--- src/rtl/alu_pkg.sv ---
// Shared definitions for the approximate-ALU issue front end: opcodes,
// base latency, FSM state encoding, operation record and the correction
// length predictor.
package alu_pkg;

    localparam logic [2:0] SEL_ADD    = 3'b000;
    localparam logic [2:0] SEL_MUL    = 3'b001;
    localparam logic [2:0] SEL_BUBBLE = 3'b111;

    // Cycles from issue to a valid ALU result when no correction is needed
    localparam int BASE_LAT = 2;

    // Width of one buffered operation {sel,b,a}
    localparam int OP_W = 35;

    typedef enum logic [1:0] {
        ST_IDLE    = 2'd0,
        ST_WAIT    = 2'd1,
        ST_CAPTURE = 2'd2
    } state_e;

    typedef struct packed {
        logic [2:0]  sel;
        logic [15:0] b;
        logic [15:0] a;
    } op_t;

    // Predicted number of correction cycles the ALU will spend on an operation
    function automatic logic [1:0] corr_steps(input logic [15:0] a,
                                              input logic [15:0] b,
                                              input logic [2:0]  sel);
        logic       e0;
        logic       e1;
        logic       al;
        logic       ah;
        logic       bl;
        logic       bh;
        logic [1:0] k;
        e0 = a[0] & b[0];
        e1 = a[1] & b[1];
        al = a[0] & a[1];
        ah = a[2] & a[3];
        bl = b[0] & b[1];
        bh = b[2] & b[3];
        k  = 2'd0;
        case (sel)
            SEL_ADD: begin
                case ({e0, e1})
                    2'b00:   k = 2'd0;
                    2'b01:   k = 2'd1;
                    2'b10:   k = 2'd2;
                    2'b11:   k = 2'd1;
                    default: k = 2'd0;
                endcase
            end
            SEL_MUL: begin
                if ((al | ah) & (bl | bh)) begin
                    k = 2'd1;
                end else begin
                    k = 2'd0;
                end
            end
            default: k = 2'd0;
        endcase
        return k;
    endfunction

endpackage

--- src/rtl/alu_issue_ctrl_op_fifo.sv ---
// Small synchronous FIFO of operation records. Full/empty come from a
// registered occupancy count, so a full FIFO refuses pushes even in a
// cycle where it is also being popped.
module op_fifo #(
    parameter int DEPTH = 4,
    parameter int W     = 35
) (
    input  logic         clk,
    input  logic         rst_n,
    input  logic         push_i,
    input  logic [W-1:0] wdata_i,
    input  logic         pop_i,
    output logic [W-1:0] rdata_o,
    output logic         full_o,
    output logic         empty_o
);

    localparam int AW = $clog2(DEPTH);

    logic [W-1:0] mem_q [DEPTH];
    logic [AW-1:0] wr_ptr_q;
    logic [AW-1:0] rd_ptr_q;
    logic [AW:0]   count_q;
    logic [AW:0]   count_d;
    logic          push_ok_s;
    logic          pop_ok_s;

    assign full_o    = (count_q == (AW+1)'(DEPTH));
    assign empty_o   = (count_q == '0);
    assign push_ok_s = push_i & ~full_o;
    assign pop_ok_s  = pop_i & ~empty_o;
    assign rdata_o   = mem_q[rd_ptr_q];

    // Occupancy update from the accepted push/pop pair
    always_comb begin
        count_d = count_q;
        case ({push_ok_s, pop_ok_s})
            2'b10:   count_d = count_q + (AW+1)'(1);
            2'b01:   count_d = count_q - (AW+1)'(1);
            default: count_d = count_q;
        endcase
    end

    // Storage, pointers and occupancy registers
    always_ff @(posedge clk or negedge rst_n) begin
        if (!rst_n) begin
            for (int i = 0; i < DEPTH; i++) begin
                mem_q[i] <= '0;
            end
            wr_ptr_q <= '0;
            rd_ptr_q <= '0;
            count_q  <= '0;
        end else begin
            if (push_ok_s) begin
                mem_q[wr_ptr_q] <= wdata_i;
                wr_ptr_q        <= wr_ptr_q + AW'(1);
            end
            if (pop_ok_s) begin
                rd_ptr_q <= rd_ptr_q + AW'(1);
            end
            count_q <= count_d;
        end
    end

endmodule

--- src/rtl/alu_issue_ctrl.sv ---
// Issue-side front end for the error-correcting approximate ALU. Buffers
// operations, issues one at a time while the ALU sequencer is idle, waits
// the predicted 2+k cycles, captures the result and hands it downstream.
module alu_issue_ctrl
    import alu_pkg::*;
#(
    parameter int DEPTH = 4,
    parameter int CNT_W = 16
) (
    input  logic             clk,
    input  logic             rst_n,
    input  logic             in_valid,
    output logic             in_ready,
    input  logic [15:0]      in_a,
    input  logic [15:0]      in_b,
    input  logic [2:0]       in_sel,
    output logic [15:0]      alu_a,
    output logic [15:0]      alu_b,
    output logic [2:0]       alu_sel,
    input  logic [16:0]      alu_y,
    output logic             out_valid,
    input  logic             out_ready,
    output logic [16:0]      out_y,
    output logic [2:0]       out_sel,
    output logic [CNT_W-1:0] corr_cnt
);

    state_e            state_q;
    state_e            state_d;
    logic [1:0]        wcnt_q;
    logic [1:0]        wcnt_d;
    logic [15:0]       alu_a_q;
    logic [15:0]       alu_a_d;
    logic [15:0]       alu_b_q;
    logic [15:0]       alu_b_d;
    logic [2:0]        alu_sel_q;
    logic [2:0]        alu_sel_d;
    logic [2:0]        iss_sel_q;
    logic [2:0]        iss_sel_d;
    logic              out_valid_q;
    logic              out_valid_d;
    logic [16:0]       out_y_q;
    logic [16:0]       out_y_d;
    logic [2:0]        out_sel_q;
    logic [2:0]        out_sel_d;
    logic [CNT_W-1:0]  corr_cnt_q;
    logic [CNT_W-1:0]  corr_cnt_d;

    logic              fifo_full_s;
    logic              fifo_empty_s;
    logic              push_s;
    logic              pop_s;
    logic              issue_s;
    logic [1:0]        k_s;
    op_t               head_s;
    op_t               push_op_s;

    assign in_ready  = ~fifo_full_s;
    assign push_s    = in_valid & ~fifo_full_s;
    assign push_op_s = {in_sel, in_b, in_a};
    assign k_s       = corr_steps(head_s.a, head_s.b, head_s.sel);
    // A result still waiting downstream blocks the next issue, so the
    // capture register can never be overwritten while full.
    assign issue_s   = (state_q == ST_IDLE) & ~fifo_empty_s & ~out_valid_q;

    op_fifo #(
        .DEPTH (DEPTH),
        .W     (OP_W)
    ) u_op_fifo (
        .clk     (clk),
        .rst_n   (rst_n),
        .push_i  (push_s),
        .wdata_i (push_op_s),
        .pop_i   (pop_s),
        .rdata_o (head_s),
        .full_o  (fifo_full_s),
        .empty_o (fifo_empty_s)
    );

    // FSM state register
    always_ff @(posedge clk or negedge rst_n) begin
        if (!rst_n) begin
            state_q <= ST_IDLE;
        end else begin
            state_q <= state_d;
        end
    end

    // FSM next-state logic
    always_comb begin
        state_d = state_q;
        case (state_q)
            ST_IDLE: begin
                if (issue_s) begin
                    state_d = ST_WAIT;
                end else begin
                    state_d = ST_IDLE;
                end
            end
            ST_WAIT: begin
                if (wcnt_q == 2'd0) begin
                    state_d = ST_CAPTURE;
                end else begin
                    state_d = ST_WAIT;
                end
            end
            ST_CAPTURE: state_d = ST_IDLE;
            default:    state_d = ST_IDLE;
        endcase
    end

    // FSM output logic: issue, wait countdown, capture and handshake
    always_comb begin
        pop_s       = 1'b0;
        alu_a_d     = 16'd0;
        alu_b_d     = 16'd0;
        alu_sel_d   = SEL_BUBBLE;
        wcnt_d      = wcnt_q;
        iss_sel_d   = iss_sel_q;
        out_y_d     = out_y_q;
        out_sel_d   = out_sel_q;
        corr_cnt_d  = corr_cnt_q;
        if (out_valid_q && out_ready) begin
            out_valid_d = 1'b0;
        end else begin
            out_valid_d = out_valid_q;
        end
        case (state_q)
            ST_IDLE: begin
                if (issue_s) begin
                    pop_s     = 1'b1;
                    alu_a_d   = head_s.a;
                    alu_b_d   = head_s.b;
                    alu_sel_d = head_s.sel;
                    iss_sel_d = head_s.sel;
                    wcnt_d    = 2'(BASE_LAT - 1) + k_s;
                    if ((k_s != 2'd0) && (corr_cnt_q != {CNT_W{1'b1}})) begin
                        corr_cnt_d = corr_cnt_q + CNT_W'(1);
                    end else begin
                        corr_cnt_d = corr_cnt_q;
                    end
                end else begin
                    pop_s = 1'b0;
                end
            end
            ST_WAIT: begin
                if (wcnt_q != 2'd0) begin
                    wcnt_d = wcnt_q - 2'd1;
                end else begin
                    wcnt_d = wcnt_q;
                end
            end
            ST_CAPTURE: begin
                out_y_d     = alu_y;
                out_sel_d   = iss_sel_q;
                out_valid_d = 1'b1;
            end
            default: begin
                wcnt_d = 2'd0;
            end
        endcase
    end

    // Datapath registers; the ALU operands revert to a bubble after one cycle
    always_ff @(posedge clk or negedge rst_n) begin
        if (!rst_n) begin
            wcnt_q      <= 2'd0;
            alu_a_q     <= 16'd0;
            alu_b_q     <= 16'd0;
            alu_sel_q   <= SEL_BUBBLE;
            iss_sel_q   <= 3'd0;
            out_valid_q <= 1'b0;
            out_y_q     <= 17'd0;
            out_sel_q   <= 3'd0;
            corr_cnt_q  <= '0;
        end else begin
            wcnt_q      <= wcnt_d;
            alu_a_q     <= alu_a_d;
            alu_b_q     <= alu_b_d;
            alu_sel_q   <= alu_sel_d;
            iss_sel_q   <= iss_sel_d;
            out_valid_q <= out_valid_d;
            out_y_q     <= out_y_d;
            out_sel_q   <= out_sel_d;
            corr_cnt_q  <= corr_cnt_d;
        end
    end

    assign alu_a     = alu_a_q;
    assign alu_b     = alu_b_q;
    assign alu_sel   = alu_sel_q;
    assign out_valid = out_valid_q;
    assign out_y     = out_y_q;
    assign out_sel   = out_sel_q;
    assign corr_cnt  = corr_cnt_q;

endmodule

--- config.mk ---
export PLATFORM = sky130hd
export DESIGN_NAME = alu_issue_ctrl
export DESIGN_NICKNAME = d
export VERILOG_FILES = /design/src/rtl/alu_pkg.sv /design/src/rtl/alu_issue_ctrl_op_fifo.sv /design/src/rtl/alu_issue_ctrl.sv
export SDC_FILE = /design/constraint.sdc
export NUM_CORES = 1
export LEC_CHECK = 0
export CELL_PAD_IN_SITES_DETAIL_PLACEMENT = 1
export CELL_PAD_IN_SITES_GLOBAL_PLACEMENT = 1
export CORE_UTILIZATION = 46
export DETAILED_ROUTE_END_ITERATION = 10
export HOLD_SLACK_MARGIN = 0.08
export PLACE_DENSITY = 0.8
export SLEW_MARGIN = 20
export SYNTH_ARGS = -nofsm -noshare
export SYNTH_HDL_FRONTEND = slang
export SYNTH_SLANG_ARGS = --single-unit
--- constraint.sdc ---
create_clock -name clk -period 3.4 [get_ports clk]
set_input_delay 0.68 -clock clk [delete_from_list [all_inputs] [get_ports clk]]
set_output_delay 0.68 -clock clk [all_outputs]
set_load 0.01 [all_outputs]
==> out/qor.txt, run 1 <==
status: completed
Initial Util: 47.7%
Final Hold Slack: 0.158 ns
Power Dens Cells: 984 nW/um^2
clock sinks: 226
area leader, netlist: dfrtp_1
clock slew at reported path FFs: 0.06 ns
post-synth cell types: 35
Max-Cap Viols: 0
Setup CP Type: reg2reg
pin count of the biggest net entering global routing: 92
synthesis warning total: 0
fin area: 11900 sq um
Main synth FF type: dfrtp_1
Residual DRC: 0
num rows: 51
Ports: 129
Max Slew Vio Count: 0
drt wl/cell: 21.2 microns
Hold Vio Cnt, Final: 0
relative slew slack: 52.3%
area of the core: 19700 sq um
share of layout cells above drive strength 1: 35.7%
cells after synthesis: 599
Crit path arrival time: 3.48 ns
hpwl dp: 14000 microns
Tcrit/Tclk final: 89.2%
main area contributors after synthesis: dfrtp_1 59%, mux2_2 19%, mux4_2 8.4%, and2_1 2.2%, xnor2_1 1.4%
Final ANT Viol Nets: 0
Placer Congestion: 0.779
CP max-delay cell: mux4_2
Syn Std Cell Area: 9400 sq um
fin crit period: 3.03 ns
routed vias/inst: 5.36
initial antenna violation count: 0
Power, Total: 11.7 mW
die area: 21000 sq um
asr flop ratio synth: 100%
CTS Buf Count: 24
Bufs on Longest Clock Path: 3
most instantiated cells after synthesis: 223 x dfrtp_1, 161 x mux2_2, 35 x mux4_2
number of synthesized flops with an enable pin: 0
share of the synthesized area in the top cell type: 59.4%
CTS H-tree depth: 1
final WL: 21600 microns
DRT Pass-1 Iters: 4
PortBufs: 128
Yosys reg bits: 226
GRT overflow: 0
Final Skew: 0.0254 ns
first-pass GRT wire length: 35800 microns
CTS Hold Bufs: 0
peak supply drop: 0.000572 V
R2R Path Start: u_op_fifo.rd_ptr_q[0]
Global Route Usage Sum: 21.4%
delay of the slowest cell on the worst path: 0.60 ns
maximum net fanout on the critical path: 13
Worst Tran Pin Value: 0.715 ns
Inserted Diodes: 0
count leader, synth: dfrtp_1
Reg2Reg Setup Slack: 0.37 ns
Leakage: 5.12 nW
die width: 145 microns
sequential-to-total area share from yosys stat: 60.2%
Critical Path Source Type: flip-flop
R2R depth: 8
DRT iter0 DRCs: 186
crit path cell chain: mux4_2 -> nor3_1 -> and3_1 -> nor2_1 -> ha_1 -> a311oi_4 -> and4_2 -> xor2_1
Synth-to-Final Area Change: 26.3%
# setup viols final: 0
Post-Syn Area per Cell: 15.7 sq um
post-layout net count: 802
TritonCTS clock tree: done
Clock Latency Late Sink: 0.52 ns
placed instance area: 11000 sq um
post-CTS setup buffers: 0
R2R Path End: corr_cnt[13]
chip height: 145 microns
post-CTS sizing: 0
Max Clk Rate: 330 MHz
Via Count: 5459
number of global-route vias before repair: 6371
worst hold path class: in2async
worst endpoint required time: 3.84 ns
Mapped Nets: 664
RSZ-0062 raised after global routing: no
CTS root buf: clkbuf_16
final setup TNS: 0 ns
final core occ: 60.2%
Crit. End Element: flip-flop
==> layout by cell type, fill, tap and decap left out, drive strengths merged <==
cell type	synthesis	routed
clkinv	0	4
and4	4	4
a22oi	3	3
o31ai	1	1
and2b	1	1
nor4	1	1
and3	7	7
clkinvlp	0	2
and2	33	33
xnor2	15	15
bufinv	0	1
mux4	35	35
nand2	22	22
nand3	4	4
dfrtp	223	223
a21o	1	1
nand2b	3	3
buf	22	14
a21oi	1	1
or2b	1	1
nor2	6	6
mux2	161	161
xor2	7	7
a311oi	1	1
fa	1	1
or4	1	1
inv	11	11
clkbuf	7	36
dfstp	3	3
nand4	8	8
nor3	3	3
o21ai	5	5
clkdlybuf4s50	0	127
ha	8	8
==> area by class of cell <==
type	count	area [sq um]
clock buffer	36	767
clock inverter	7	65.1
fill	1776	7850
inverter	11	41.3
multi-input combinational	333	3560
sequential	226	5660
tap	265	332
timing repair buffer	141	1450
==> metrics by stage <==
stage | worst slack [ns] | instances
after floorplan | 0.778 | 599
after global placement | 0.466 | 976
after detailed placement | 0.385 | 976
after CTS | 0.328 | 1019
after global routing | 0.157 | 1019
final | 0.366 | 1019
==> worst max-delay path by stage <==
stage	from	end	slack [ns]	cells past startpoint
floorplan	u_op_fifo.rd_ptr_q[0]	corr_cnt[3]	0.78	10
global placement	u_op_fifo.rd_ptr_q[0]	corr_cnt[13]	0.47	8
detailed placement	u_op_fifo.rd_ptr_q[0]	corr_cnt[13]	0.39	8
CTS	u_op_fifo.rd_ptr_q[0]	corr_cnt[13]	0.33	8
global route	u_op_fifo.rd_ptr_q[0]	corr_cnt[13]	0.16	8
finish	u_op_fifo.rd_ptr_q[0]	corr_cnt[13]	0.37	8
==> registers in the layout, summed over array words and instances, names as in the netlist <==
signal,cells
out_y,17
u_op_fifo.wr_ptr_q,2
alu_a,16
corr_cnt,16
u_op_fifo.count_q,3
out_sel,3
state_q,2
out_valid,1
iss_sel_q,3
u_op_fifo.mem_q,140
alu_b,16
wcnt_q,2
alu_sel,3
u_op_fifo.rd_ptr_q,2
==> routing by layer <==
layer  track usage [%]  part of all wire, %  vias to the layer above  wire [microns]
met5                 0                    0                        -               0
li1                  -                    -                     2421               -
met3              2.80                  3.9                       25             834
met1              26.7                   41                     2890            8830
met4              5.85                  1.8                        0             388
met2              39.0                   53                      123           11500
==> kinds of logic (layout without fill, tap and decap cells) <==
kind of cell	after synthesis	count (layout)	synth area share (%)
buf+inv	40	195	2.04
compound gates	12	12	0.999
xor+xnor	22	22	2.05
flops	226	226	60.2
simple gates	94	94	5.74
mux	196	196	27.7
fa+ha+maj	9	9	1.28
==> report_power, final <==
group | total (mW) | switching [mW] | internal [mW] | leakage (nW)
Clock | 2.67 | 1.04 | 1.63 | 0.411
Combinational | 4.37 | 1.82 | 2.56 | 1.95
Sequential | 4.64 | 0.722 | 3.92 | 2.76
==> critical path: cells and delay by family (launching register included) <==
family / cells / cell delay, ns
AO/OA/AOI/OAI: 1 / 0.54
XOR/XNOR: 1 / 0.15
adder cells (fa/ha/maj): 1 / 0.27
flip-flops: 1 / 0.53
multiplexers: 1 / 0.60
AND/OR/NAND/NOR: 4 / 0.86
No activity file was read; power rests on OpenSTA's default activity.
==> inputs of run 2 (changes only) <==
--- a/config.mk
+++ b/config.mk
@@ -9,8 +9,10 @@
 export CELL_PAD_IN_SITES_GLOBAL_PLACEMENT = 1
 export CORE_UTILIZATION = 46
 export DETAILED_ROUTE_END_ITERATION = 10
+export GPL_TIMING_DRIVEN = 0
 export HOLD_SLACK_MARGIN = 0.08
 export PLACE_DENSITY = 0.8
+export REMOVE_ABC_BUFFERS = 1
 export SLEW_MARGIN = 20
 export SYNTH_ARGS = -nofsm -noshare
 export SYNTH_HDL_FRONTEND = slang
==> out/qor.txt, run 2 (synthesis results as in run 1) <==
status: completed
TritonCTS clock tree: done
Crit path arrival time: 3.60 ns (+0.12 ns)
R2R depth: 9 (+1)
pin count of the biggest net entering global routing: 100 (+8.7%)
Clock Latency Late Sink: 0.52 ns (about the same)
initial antenna violation count: 0 (unchanged)
CP max-delay cell: mux4_2
CP top delay family: multiplexers
R2R Path End: corr_cnt[1]
num rows: 51 (unchanged)
Inserted Diodes: 0 (unchanged)
Final Skew: 0.0123 ns (-0.0131 ns)
commonest non-fill, non-tap cells in the layout: 221 x dfrtp_1, 161 x mux2_2, 127 x clkdlybuf4s50_1
Residual DRC: 0 (unchanged)
Hold Vio Cnt, Final: 0 (unchanged)
Power Dens Cells: 995 nW/um^2 (+1.1%)
crit path cell chain: buf_16 -> mux4_2 -> nor3_1 -> and3_1 -> nor2_1 -> ha_1 -> a311oi_4 -> buf_12 -> mux2_2
Global Route Usage Sum: 21.2% (-0.21 points)
worst hold path class: reg2reg
R2R Path Start: u_op_fifo.rd_ptr_q[0]
area of the multi-input gates: 3560 sq um (unchanged)
Pint: 8.37 mW (+3.3%)
Setup CP Type: reg2reg
Bufs on Longest Clock Path: 3 (unchanged)
DP Worst Slack: -0.237 ns (-0.622 ns)
fin area: 12000 sq um (+1.2%)
placed instance area: 11100 sq um (+0.48%)
RSZ-0062 raised after global routing: no
Placer Congestion: 0.781 (+0.26%)
Final ANT Viol Nets: 0 (unchanged)
Leakage: 5.17 nW (+1.0%)
Clk network pwr share: 23.7% (+0.9 points)
share of layout cells above drive strength 1: 35.0% (-0.67 points)
fin crit period: 3.20 ns (+0.170 ns)
sw frac: 30.0% (-0.60 points)
die width: 145 microns (unchanged)
worst hold start: corr_cnt[15]
Buf/Inv on CP: 2 (+2)
final core occ: 60.9% (+0.73 points)
Tcrit/Tclk final: 94.2% (+5.0 points)
routed vias/inst: 5.40 (+0.82%)
Critical Path Source Type: flip-flop
Most flops, register: u_op_fifo.mem_q
max reg flops: 140 (unchanged)
worst setup margin: 0.196 ns (-0.170 ns)
worst hold endpoint: corr_cnt[15]
Synth-to-Final Area Change: 27.8%
commonest non-fill, non-tap cell in the layout: dfrtp_1
clock sinks: 226 (unchanged)
post-CTS sizing: 0 (unchanged)
Ports: 129 (unchanged)
clock slew at reported path FFs: 0.06 ns (about the same)
first-pass GRT wire length: 35200 microns (-1.4%)
maximum net fanout on the critical path: 25 (+12)
Max Clk Rate: 312 MHz (-5.3%)
GRT overflow: 0 (unchanged)
Reg2Reg Setup Slack: 0.20 ns (-0.17 ns)
Combinational Power Share: 37.6% (+0.2 points)
final WL: 21300 microns (-1.0%)
area of the core: 19700 sq um (unchanged)
post-layout net count: 804 (+0.25%)
drt wl/cell: 20.9 microns (-1.3%)
delay of the slowest cell on the worst path: 0.59 ns (about the same)
Via Count: 5520 (+1.1%)
peak supply drop: 0.000577 V (+1.0%)
DRT iter0 DRCs: 166 (-11%)
FF+latch area: 5660 sq um (about the same)
Min-Delay Path Depth: 1
PortBufs: 128 (unchanged)
worst endpoint required time: 3.80 ns (-0.04 ns)
chip height: 145 microns (unchanged)
CTS Buf Count: 25 (+4.2%)
net switching power: 3.59 mW (+0.35%)
relative slew slack: 57.1% (+4.8 points)
CTS root buf: clkbuf_16
DRT Pass-1 Iters: 4 (unchanged)
Power, Total: 12.0 mW (+2.4%)
CP startpoint: u_op_fifo.rd_ptr_q[0]
Max Slew Vio Count: 0 (unchanged)
Max-Cap Viols: 0 (unchanged)
Final Hold Slack: 0.490 ns (+0.332 ns)
Sequential Power Share: 38.6% (-1.1 points)
die area: 21000 sq um (unchanged)
hpwl dp: 14200 microns (+1.4%)
fillers: 1771 (-0.28%)
number of global-route vias before repair: 6447 (+1.2%)
Worst Tran Pin Value: 0.642 ns (-0.0737 ns)
CTS H-tree depth: 1 (unchanged)
Crit. End Element: flip-flop
Initial Util: 47.7% (unchanged)
# setup viols final: 0 (unchanged)
[run 2: cell types whose count changed in the layout (fill, tap and decap cells not counted), sizes merged]
cell         previous run  this run
bufinv                  1         5
clkinv                  4         3
clkinvlp                2         0
dlygate4sd3             0         1
inv                    11        12
[run 2: power groups by stage]
stage	clock network, mW	logic, mW	registers, mW
global placement	0	4.00	4.69
detailed placement	0	4.47	4.71
floorplan	0	2.74	4.62
CTS	2.92	4.60	4.63
finish	2.84	4.50	4.62
global route	3.00	4.89	4.76
[run 2: per-layer routing]
layer  up-vias  GRT usage (%)  part of all wire (%)
met5         -              0                     0
met4         0           4.47                   1.8
met3        34           4.18                   4.5
met2       139           37.1                    51
met1      2928           27.4                    42
li1       2419              -                     -
[run 2: through the flow]
stage	TNS (ns)	cells
after floorplan	-5.22	570
after global placement	-1635.10	963
after detailed placement	-1.12	972
after CTS	0	1022
after global routing	0	1022
final	0	1022
[run 2: repair_timing]
action / 4_1_cts / 5_1_grt
endpoints found under the hold margin: 32 / 0
hold buffers: 1 / 0
buffers inserted: 4 / 0
setup endpoints to repair: 12 / 0
[run 2: how the worst max path moves through the flow]
stage / end / depth (start not counted) / slack (ns)
floorplan: corr_cnt[1] / 7 / -0.43
global placement: alu_b[11] / 1 / -7.16
detailed placement: corr_cnt[13] / 9 / -0.24
CTS: corr_cnt[1] / 9 / 0.16
global route: corr_cnt[9] / 10 / 0.02
finish: corr_cnt[1] / 9 / 0.20
[run 2: layout make-up]
class	count	share of cell area [%]
repair buffers	142	12.9
clock buffers	36	5.80
well taps	265	2.76
multi-input cells	333	29.6
flip-flops and latches	226	47.1
inverters	11	0.344
clock inverters	9	1.45
[run 2: worst register-to-register path, cell delays in order, from the launching register on]
cell      delay, ns
dfrtp_4        0.44
buf_16         0.22
mux4_2         0.62
nor3_1         0.38
and3_1         0.24
nor2_1         0.06
ha_1           0.27
a311oi_4       0.37
buf_12         0.17
mux2_2         0.32
==> inputs of run 3 (changes only) <==
--- a/config.mk
+++ b/config.mk
@@ -7,6 +7,7 @@
 export LEC_CHECK = 0
 export CELL_PAD_IN_SITES_DETAIL_PLACEMENT = 1
 export CELL_PAD_IN_SITES_GLOBAL_PLACEMENT = 1
+export CORE_MARGIN = 3
 export CORE_UTILIZATION = 46
 export DETAILED_ROUTE_END_ITERATION = 10
 export GPL_TIMING_DRIVEN = 0
==> out/qor.txt, run 3 (synthesis results as in run 1) <==
status: completed
num rows: 51 (unchanged)
die area: 22200 sq um (+5.6%)
Clock Latency Late Sink: 0.51 ns (about the same)
Setup CP Type: reg2reg
Critical Path Source Type: flip-flop
Ports: 129 (unchanged)
Via Count: 5526 (+0.11%)
share of layout cells above drive strength 1: 35.4% (+0.44 points)
CTS root buf: clkbuf_16
initial antenna violation count: 1 (+1)
commonest non-fill, non-tap cell in the layout: dfrtp_1
Power Dens Cells: 1000 nW/um^2 (+0.74%)
crit path cell chain: buf_16 -> mux4_2 -> nor3_1 -> and3_1 -> nor2_1 -> ha_1 -> a311oi_4 -> buf_4 -> mux2_2
Tcrit/Tclk final: 96.6% (+2.4 points)
CTS Buf Count: 26 (+4.0%)
Max Clk Rate: 304 MHz (-2.5%)
placed instance area: 11100 sq um (about the same)
peak supply drop: 0.000503 V (-13%)
CTS H-tree depth: 1 (unchanged)
first-pass GRT wire length: 34900 microns (-0.82%)
worst hold path class: in2async
final core occ: 60.9% (-0.076 points)
fillers: 1791 (+1.1%)
CP top delay family: multiplexers
worst endpoint required time: 3.80 ns (about the same)
R2R depth: 9 (unchanged)
Initial Util: 47.5% (-0.15 points)
final WL: 21700 microns (+1.9%)
Max-Cap Viols: 0 (unchanged)
FF+latch area: 5660 sq um (unchanged)
die width: 149 microns (+2.8%)
Synth-to-Final Area Change: 28.1%
Global Route Usage Sum: 19.8% (-1.4 points)
fin crit period: 3.29 ns (+0.0811 ns)
Final Hold Slack: 0.0996 ns (-0.390 ns)
max reg flops: 140 (unchanged)
GRT overflow: 0 (unchanged)
Crit. End Element: flip-flop
RSZ-0062 raised after global routing: no
Hold Vio Cnt, Final: 0 (unchanged)
pin count of the biggest net entering global routing: 97 (-3.0%)
maximum net fanout on the critical path: 32 (+28%)
Leakage: 5.19 nW (+0.29%)
# setup viols final: 0 (unchanged)
DRT iter0 DRCs: 157 (-5.4%)
Bufs on Longest Clock Path: 3 (unchanged)
hpwl dp: 14200 microns (-0.19%)
post-layout net count: 802 (-0.25%)
DRT Pass-1 Iters: 4 (unchanged)
clock sinks: 226 (unchanged)
number of global-route vias before repair: 6401 (-0.71%)
chip height: 149 microns (+2.8%)
drt wl/cell: 21.3 microns (+2.0%)
TritonCTS clock tree: done
Final ANT Viol Nets: 0 (unchanged)
Residual DRC: 0 (unchanged)
delay of the slowest cell on the worst path: 0.58 ns (about the same)
commonest non-fill, non-tap cells in the layout: 221 x dfrtp_1, 161 x mux2_2, 127 x clkdlybuf4s50_1
Buf/Inv on CP: 2 (unchanged)
area of the core: 19800 sq um (+0.32%)
final setup TNS: 0 ns (unchanged)
Most flops, register: u_op_fifo.mem_q
clock slew at reported path FFs: 0.06 ns (about the same)
Max Slew Vio Count: 0 (unchanged)
cell count along the critical path: 9 (unchanged)
Inserted Diodes: 0 (unchanged)
relative slew slack: 57.7% (+0.60 points)
CTS Hold Bufs: 0 (-1)
fin area: 12000 sq um (+0.20%)
PortBufs: 128 (unchanged)
area of the multi-input gates: 3560 sq um (unchanged)
Final Skew: 0.0112 ns (-0.00115 ns)
routed vias/inst: 5.41 (+0.21%)
Worst Tran Pin Value: 0.633 ns (-0.00895 ns)
Placer Congestion: 0.775 (-0.77%)
Crit path arrival time: 3.69 ns (+0.09 ns)
CP max-delay cell: mux4_2
run 3: power breakdown:
group / internal [mW] / leakage, nW / switching [mW]
clock network: 1.88 / 0.454 / 1.07
registers: 3.92 / 2.76 / 0.695
logic: 2.64 / 1.97 / 1.86
run 3: final timing paths:
path	start	to	slack (ns)
worst max-delay path	u_op_fifo.rd_ptr_q[0]	corr_cnt[1]	0.11
worst min register to register	iss_sel_q[0]	iss_sel_q[0]	0.48
worst min-delay path	rst_n	corr_cnt[5]	0.1
min in group clk	iss_sel_q[0]	iss_sel_q[0]	0.48
worst max register to register	u_op_fifo.rd_ptr_q[0]	corr_cnt[1]	0.11
max in group asynchronous	rst_n	u_op_fifo.mem_q[119]	2.44
run 3: what timing repair did:
| item | CTS | global route |
|---|---|---|
| resized for setup | 0 | 0 |
| endpoints found under the setup margin | 3 | 0 |
| hold endpoints to repair | 0 | 0 |
| buffers inserted | 2 | 0 |
run 3: layout make-up:
| cell class | instances | area share, % |
|---|---|---|
| Inverter | 11 | 0.343 |
| Clock buffer | 38 | 6.45 |
| Tap cell | 265 | 2.75 |
| Timing Repair Buffer | 139 | 12.6 |
| Multi-Input combinational cell | 333 | 29.5 |
| Sequential cell | 226 | 47.1 |
| Clock inverter | 9 | 1.23 |
run 3: per-layer routing:
metal	GRT usage [%]	vias to the layer above	wire length, microns
met5	0	-	12
met2	35.8	144	11200
met3	4.83	27	1300
met1	24.3	2925	8930
li1	-	2428	-
met4	3.84	2	314
run 3: stage by stage:
step,total power [mW],worst slack (ns),instances
2_1_floorplan,7.36,-0.433,570
3_3_place_gp,8.69,-7.20,963
3_5_place_dp,9.18,-0.00575,972
4_1_cts,12.3,0.0959,1021
5_1_grt,12.8,0.00261,1021
6_report,12.1,0.115,1021
